[src/rtl/sar_pkg.sv]
`default_nettype none
// +----------------------------------------------------------------------+
// | sar_pkg : shared FSM encoding and helpers for the signed SAR search  |
// | Rev 1.0                                                              |
// +----------------------------------------------------------------------+
package sar_pkg;

  localparam logic [0:0] c_st_idle = 1'b0;
  localparam logic [0:0] c_st_test = 1'b1;

  localparam int c_max_w = 64;

  // Settle counter must hold CMP_LAT; never narrower than one bit.
  function automatic int wait_cnt_w(input int cmp_lat);
    return (cmp_lat < 1) ? 1 : $clog2(cmp_lat + 1);
  endfunction

  // Offset-binary to two's complement is an MSB flip at bit (width-1).
  function automatic logic [c_max_w-1:0] offset_to_signed(
    input logic [c_max_w-1:0] u,
    input int                 width
  );
    return u ^ (c_max_w'(1) << (width - 1));
  endfunction

endpackage
`default_nettype wire

[src/rtl/sar_settle_timer.sv]
`default_nettype none
// +----------------------------------------------------------------------+
// | sar_settle_timer : loadable down-counter flagging comparator settle  |
// | Rev 1.0                                                              |
// +----------------------------------------------------------------------+
module sar_settle_timer
  import sar_pkg::*;
#(
  parameter int CMP_LAT = 0
) (
  input  logic i_clk,
  input  logic i_resetn,
  input  logic i_load,
  output logic o_zero
);

  generate
    if (CMP_LAT == 0) begin : g_comb
      logic w_unused;
      assign w_unused = &{1'b0, i_clk, i_resetn, i_load};
      assign o_zero   = 1'b1;
    end else begin : g_count
      localparam int c_cw = wait_cnt_w(CMP_LAT);
      logic [c_cw-1:0] r_cnt;

      always_ff @(posedge i_clk or negedge i_resetn) begin
        if (!i_resetn) begin
          r_cnt <= '0;
        end else if (i_load) begin
          r_cnt <= c_cw'(CMP_LAT);
        end else if (r_cnt != '0) begin
          r_cnt <= r_cnt - c_cw'(1);
        end
      end

      assign o_zero = (r_cnt == '0);
    end
  endgenerate

endmodule
`default_nettype wire

[src/rtl/sar_signed_search.sv]
`default_nettype none
// +----------------------------------------------------------------------+
// | sar_signed_search : SAR initiator for a signed X >= TRIAL comparator |
// | Rev 1.0                                                              |
// +----------------------------------------------------------------------+
module sar_signed_search
  import sar_pkg::*;
#(
  parameter int WIDTH   = 8,
  parameter int CMP_LAT = 0
) (
  input  logic             i_clk,
  input  logic             i_resetn,
  input  logic             i_start,
  input  logic             i_abort,
  input  logic             i_ge,
  output logic [WIDTH-1:0] o_trial,
  output logic [WIDTH-1:0] o_result,
  output logic             o_busy,
  output logic             o_done
);

  localparam int c_iw = $clog2(WIDTH);

  logic [0:0]       r_state;
  logic [WIDTH-1:0] r_u;
  logic [WIDTH-1:0] r_trial;
  logic [WIDTH-1:0] r_result;
  logic [c_iw-1:0]  r_idx;
  logic             r_busy;
  logic             r_done;

  logic [WIDTH-1:0] w_u_dec;
  logic [WIDTH-1:0] w_sgn_dec;
  logic             w_last;
  logic             w_decide;
  logic             w_load;
  logic             w_wait_zero;

  // Clear the bit under test on GE=0 and arm the next one in the same edge.
  always_comb begin
    w_u_dec = r_u;
    if (!i_ge) w_u_dec[r_idx] = 1'b0;
    if (!w_last) w_u_dec[r_idx - c_iw'(1)] = 1'b1;
  end

  assign w_sgn_dec = WIDTH'(offset_to_signed(c_max_w'(w_u_dec), WIDTH));
  assign w_last    = (r_idx == '0);
  assign w_decide  = (r_state == c_st_test) && !i_abort && w_wait_zero;
  assign w_load    = ((r_state == c_st_idle) && i_start) || (w_decide && !w_last);

  sar_settle_timer #(
    .CMP_LAT (CMP_LAT)
  ) u_timer (
    .i_clk    (i_clk),
    .i_resetn (i_resetn),
    .i_load   (w_load),
    .o_zero   (w_wait_zero)
  );

  always_ff @(posedge i_clk or negedge i_resetn) begin
    if (!i_resetn) begin
      r_state  <= c_st_idle;
      r_u      <= '0;
      r_trial  <= '0;
      r_result <= '0;
      r_idx    <= '0;
      r_busy   <= 1'b0;
      r_done   <= 1'b0;
    end else begin
      r_done <= 1'b0;
      case (r_state)
        c_st_idle: begin
          if (i_start) begin
            r_u     <= {1'b1, {(WIDTH-1){1'b0}}};
            r_trial <= '0;
            r_idx   <= c_iw'(WIDTH - 1);
            r_busy  <= 1'b1;
            r_state <= c_st_test;
          end
        end
        c_st_test: begin
          if (i_abort) begin
            r_busy  <= 1'b0;
            r_state <= c_st_idle;
          end else if (w_wait_zero) begin
            r_u     <= w_u_dec;
            r_trial <= w_sgn_dec;
            if (w_last) begin
              r_result <= w_sgn_dec;
              r_done   <= 1'b1;
              r_busy   <= 1'b0;
              r_state  <= c_st_idle;
            end else begin
              r_idx <= r_idx - c_iw'(1);
            end
          end
        end
        default: r_state <= c_st_idle;
      endcase
    end
  end

  assign o_trial  = r_trial;
  assign o_result = r_result;
  assign o_busy   = r_busy;
  assign o_done   = r_done;

endmodule
`default_nettype wire

[config.mk]
export PLATFORM = sky130hd
export DESIGN_NAME = sar_signed_search
export DESIGN_NICKNAME = d
export VERILOG_FILES = /design/src/rtl/sar_pkg.sv /design/src/rtl/sar_settle_timer.sv /design/src/rtl/sar_signed_search.sv
export SDC_FILE = /design/constraint.sdc
export NUM_CORES = 1
export LEC_CHECK = 0
export CAP_MARGIN = 25
export CORE_MARGIN = 5
export CORE_UTILIZATION = 47
export CTS_BUF_LIST = sky130_fd_sc_hd__clkbuf_8 sky130_fd_sc_hd__clkbuf_16
export CTS_CLUSTER_DIAMETER = 200
export CTS_CLUSTER_SIZE = 10
export DETAILED_ROUTE_END_ITERATION = 10
export PLACE_DENSITY = 0.85
export SLEW_MARGIN = 20
export SYNTH_ARGS = -nofsm -noshare
export SYNTH_HDL_FRONTEND = slang
export SYNTH_HIERARCHICAL = 1
export SYNTH_SLANG_ARGS = --single-unit
[constraint.sdc]
create_clock -name i_clk -period 1.7 [get_ports i_clk]
set_clock_uncertainty 0.05 [all_clocks]
set_input_delay 0.17 -clock i_clk [delete_from_list [all_inputs] [get_ports i_clk]]
set_output_delay 0.17 -clock i_clk [all_outputs]
set_load 0.005 [all_outputs]
# After elaboration in Yosys (flattened, before gate mapping)
# Index checks and enable logic that the tools add are counted.
[word_totals]
ff_bits = 30
input_bits = 5
[op_classes]
n_addsub = 1
magnitude_cmp = 4
n_eq_ne = 4
muxes = 27
n_bitwise = 6
n_reduce_logical = 7
[op_table]
columns = ["op", "count"]
rows = [
  ["$mux W8", 6],
  ["$pmux W8 S2", 2],
  ["$mux W1", 11],
  ["$mux W3", 3],
  ["$and A8 B8 Y8", 1],
  ["$lt A3 B4 Y1 const B", 2],
  ["$not A8 Y8", 1],
  ["$or A8 B8 Y8", 1],
  ["$demux W1 S3", 2],
  ["$ge A3 B1 Y1 const B", 2],
  ["$ne A2 B2 Y1 const B", 3],
  ["$pmux W3 S2", 1],
  ["$reduce_and A3 Y1", 2],
  ["$pmux W1 S2", 2],
  ["$reduce_and A2 Y1", 2],
  ["$logic_not A3 Y1", 1],
  ["$ne A3 B2 Y1 const B", 1],
  ["$not A1 Y1", 3],
  ["$sub A3 B1 Y3 const B", 1],
  ["$logic_and A1 B1 Y1", 2],
]

# Depth between registers and ports, before layout
[depth]
word_depth = 12
depth_mapped = 7

# Cells and area by module
# Netlist, hierarchy kept.
[by_module_without_submodules]
columns = ["mod", "n_inst", "cells_per_inst", "area_per_inst_um2", "seq_area_each_um2"]
rows = [
  ["sar_signed_search", 1, 116, 1332.5, 575.6],
  ["sar_settle_timer", 1, 2, 11.3, 0.0],
]

# Worst setup path after synthesis
# Ideal clock, no wire load.
[synth_timing]
path_kind = "register -> register"
start = "register r_idx[0]"
end = "register r_trial[7] (netlist: o_trial[7])"
setup_time_ns = 0.122
arrival_time_ns = 1.469
setup_slack_ns = 0.059
stages_incl_launch_ff = 6
period_less_slack_ns = 1.641
cell_sequence = "dfrtp_1 inv_1 ha_1 nor3b_1 o21ai_0 a32o_1"
[synth_between]
elab_chain_len = 12
word_cells_on_any_way = 20
[synth_rtl]
columns = ["element", "line_no", "rtl"]
rows = [
  ["start, declared", "sar_signed_search.sv:29", "logic [c_iw-1:0] r_idx;"],
  ["start signal, assigned", "sar_signed_search.sv:77", "r_idx <= c_iw'(WIDTH - 1);"],
  ["start signal, assigned", "sar_signed_search.sv:95", "r_idx <= r_idx - c_iw'(1);"],
  ["branches (longest 8 deep; another with $lt A3 B4 Y1)", "-", ""],
  ["$mux W8 (*)", "sar_signed_search.sv:44", "if (!w_last) w_u_dec[r_idx - c_iw'(1)] = 1'b1;"],
  ["$not A1 Y1 (no line) (*)", "-", ""],
  ["$mux W8 (*)", "sar_signed_search.sv:83", "if (i_abort) begin"],
  ["$pmux W8 S2 (*)", "sar_signed_search.sv:72", "case (r_state)"],
  ["end signal, assigned", "sar_signed_search.sv:88", "r_trial <= w_sgn_dec;"],
  ["end, declared", "sar_signed_search.sv:27", "logic [WIDTH-1:0] r_trial;"],
]
# Mark *: on every way between the ends. The select of a mux whose other input is x is not followed.
# A chain may end at the register's enable or synchronous reset.

# Worst setup path after layout
# Ends and elaborated chain as after synthesis.

==> summary.md <==
| Metric | Value |
|---|---|
| Post-synth EDFFs | `0` |
| Internal | `909 uW` |
| Finish-stage setup viols | `0` |
| Switching share of power | `around 30%` |
| Hold Fails Final Rpt | `0` |
| Most frequent cell after synthesis | `dfrtp_1` |
| Max-cap viol count | `0` |
| Register area share after synthesis | `42.8%` |
| Die area | `just over 0.004 sq mm` |
| Pwr dens | `~790 mW/mm^2` |
| CP cell instances | `inv_2 > ha_2 > nor2_1 > o21ai_0 > a32o_1` |
| Worst path arrival time | `about 1.7 ns` |
| Nets@finish | `approximately 150` |
| Io pins | `23` |
| Antenna cell count | `0` |
| Unique masters post-synth | `43` |
| Seq. cell area | `between 500 and 600 sq um` |
| Synth-to-layout area growth | `20.9%` |
| Setup CP Type | `register to register` |
| First-pass GRT wire length | `4950 um` |
| Final Max Tran Viols | `0` |
| Root buf cell | `clkbuf_8` |
| Setup TNS | `0 ns` |
| Rows | `19` |
| Commonest cells post-synth | `23 x dfrtp_1, 10 x buf_4, 8 x inv_1` |
| Share of layout cells above drive strength 1 | `approximately 25%` |
| DR WL/cell | `16.5 um` |
| Max VDD drop | `594 uV` |
| Gr ovfl total | `0` |
| Mapped cell area | `between 0.001 and 0.0015 sq mm` |
| Clock tree buffer depth | `2` |
| Multi-input gate area | `~630 sq um` |
| TritonCTS Buffers | `3` |
| Via count | `approximately 980` |
| RSZ-0062 raised after global routing | `no` |
| Number of antenna violations at the first check in global routing | `0` |
| Post-DP HPWL | `slightly above 2000 um` |
| Slowest CP cell | `dfrtp_1` |
| Worst EP required | `1.81 ns` |
| Combinational group share of total power | `between 20% and 30%` |
| First-pass DRT Iterations | `4` |
| Critical-path maximum fanout | `4` |
| Largest net degree at the start of global routing | `24` |
| Number of global-route vias before repair | `about 1100` |
| Leading area contributor after synthesis | `dfrtp_1` |
| Syn Area/Cell | `~11 sq um` |
| # DRC | `0` |
| Tmin final | `around 1.6 ns` |
| Net Sw Power | `377 uW` |
| Largest cells by area after synthesis | `dfrtp_1 43%, buf_4 5.6%, mux2i_1 5.2%` |
| Ys async rst share | `100%` |
| Net Count, Synth | `around 130` |
| Hold Crit Class | `input pin to async pin` |
| Register bit total from synthesis | `23` |
| Post-CTS Hold Buffers | `0` |
| H-Tree Depth | `1` |
| Fill cell count | `219` |
| Die width | `around 63 um` |
| Starting Density | `about half` |
| Crit. End Element | `register` |
| Status | `complete, no violations` |
| Clock latency on the worst-skew pair | `approximately 0.27 ns` |
| # clock sinks | `23` |
| Total track usage | `roughly 15%` |
| Core area | `roughly 0.0028 sq mm` |
| Mapped Cells | `around 120` |
| Clk network pwr share | `about a quarter` |
| DRT antenna net count | `0` |
| Die height | `approximately 63 um` |
| CTS tree | `built` |
| Worst setup SP type | `register` |
| Ys flop type | `dfrtp_1` |
| Total wire length | `~2800 um` |
| Clock transition at the registers of the reported paths | `around 0.08 ns` |
| Reg power frac | `slightly below 50%` |
| Final core occ | `58.9%` |
| Synth top area share | `42.8%` |
| Fin crit share | `93.4%` |
| GP Congestion | `0.853` |
| DR iter-0 viols | `48` |
| I/O Buffers | `22` |
| Worst path max stage delay | `about 0.4 ns` |
| Via/cell ratio | `a little under 6` |
| Synth warn | `6` |
| Fmax | `between 600 and 700 MHz` |
| WHS | `0.201 ns` |
| Pleak | `between 0.6 and 0.7 nW` |
sequential cells by signal, summed over array words and instances (netlist names):
signal,flops
o_done,1
o_result,8
r_u,8
r_idx,3
o_trial,1
o_busy,1
r_state,1
timing repair:
| item | 4_1_cts | 5_1_grt |
|---|---|---|
| setup buffers | 0 | 0 |
| endpoints found under the setup margin | 1 | 7 |
| pin swaps | 0 | 0 |
| gates resized for setup | 1 | 4 |
through the flow:
step / cell area, sq um / cells / power [mW] / setup WS [ns]
detailed placement: 1560 / 166 / 0.945 / 0.0160
global route: 1620 / 170 / 1.36 / 0.0430
floorplan: 1340 / 118 / 0.839 / 0.0595
CTS: 1610 / 170 / 1.29 / 0.0193
finish: 1620 / 170 / 1.29 / 0.112
global placement: 1560 / 166 / 0.934 / 0.0532
placed cells by master, fill, tap and decap left out, types with 2 or more instances in the layout:
cell type,netlist,routed
a22o_1,2,2
a32o_1,4,4
and2b_2,2,2
and4bb_2,2,2
buf_4,10,8
clkbuf_8,0,3
clkdlybuf4s50_1,0,22
dfrtp_1,23,23
ha_2,0,2
inv_1,8,7
inv_2,1,2
mux2_4,4,4
mux2i_1,7,7
nand2_1,5,5
nor2_1,4,4
nor4b_2,2,2
o21a_1,2,2
o21ai_0,7,7
o2bb2ai_1,3,3
o31ai_1,4,4
cell type report:
| class | instances | share of cell area, % |
|---|---|---|
| clock buffer | 3 | 2.54 |
| multi-input combinational | 72 | 38.8 |
| clock inverter | 1 | 0.308 |
| timing repair buffer | 31 | 18.5 |
| tap | 31 | 2.39 |
| sequential | 23 | 35.4 |
| inverter | 9 | 2.08 |
worst paths after layout:
check	from	endpoint	slack, ns	cells past startpoint
max	r_idx[0]	o_trial[7]	0.11	5
min	i_resetn	r_idx[1]	0.20	2
max reg2reg	r_idx[0]	o_trial[7]	0.11	5
min reg2reg	o_result[6]	o_result[6]	0.46	1
max in group asynchronous	i_resetn	o_result[5]	1.17	2
min in group i_clk	o_result[6]	o_result[6]	0.46	1
power groups by stage:
| stage | clock, mW | sequential (mW) | combinational, mW |
|---|---|---|---|
| after detailed placement | 0 | 0.633 | 0.313 |
| after global placement | 0 | 0.629 | 0.305 |
| after CTS | 0.350 | 0.622 | 0.319 |
| after floorplan | 0 | 0.626 | 0.213 |
| final | 0.342 | 0.623 | 0.321 |
| after global routing | 0.376 | 0.631 | 0.349 |
logic make-up after synthesis:
| kind of cell | after synthesis | synth area share, % |
|---|---|---|
| other | 1 | 0.279 |
| buffers and inverters | 23 | 11.6 |
| AO/OA/AOI/OAI | 30 | 17.6 |
| multiplexers | 11 | 9.68 |
| AND/OR/NAND/NOR | 28 | 16.1 |
| adder cells (fa/ha/maj) | 2 | 1.86 |
| flip-flops | 23 | 42.8 |
layer usage:
metal  share of wire [%]  routed length, um  track usage, %  vias to the layer above
li1                    -                  -               -                      461
met1                  41               1150            18.7                      486
met2                  53               1490            26.1                       31
met3                 4.0                112            1.78                        5
met4                 1.9                 53            7.27                        0
met5                   0                  0               0                        -
critical path: cells and delay by family (launching register included):
family	cells	cell delay [ns]
AOI/OAI and AO/OA	2	0.46
adders and majority gates	1	0.29
buffers and inverters	1	0.11
DFF	1	0.40
and+or+nand+nor	1	0.17
Power figures use the tool's default switching activity.
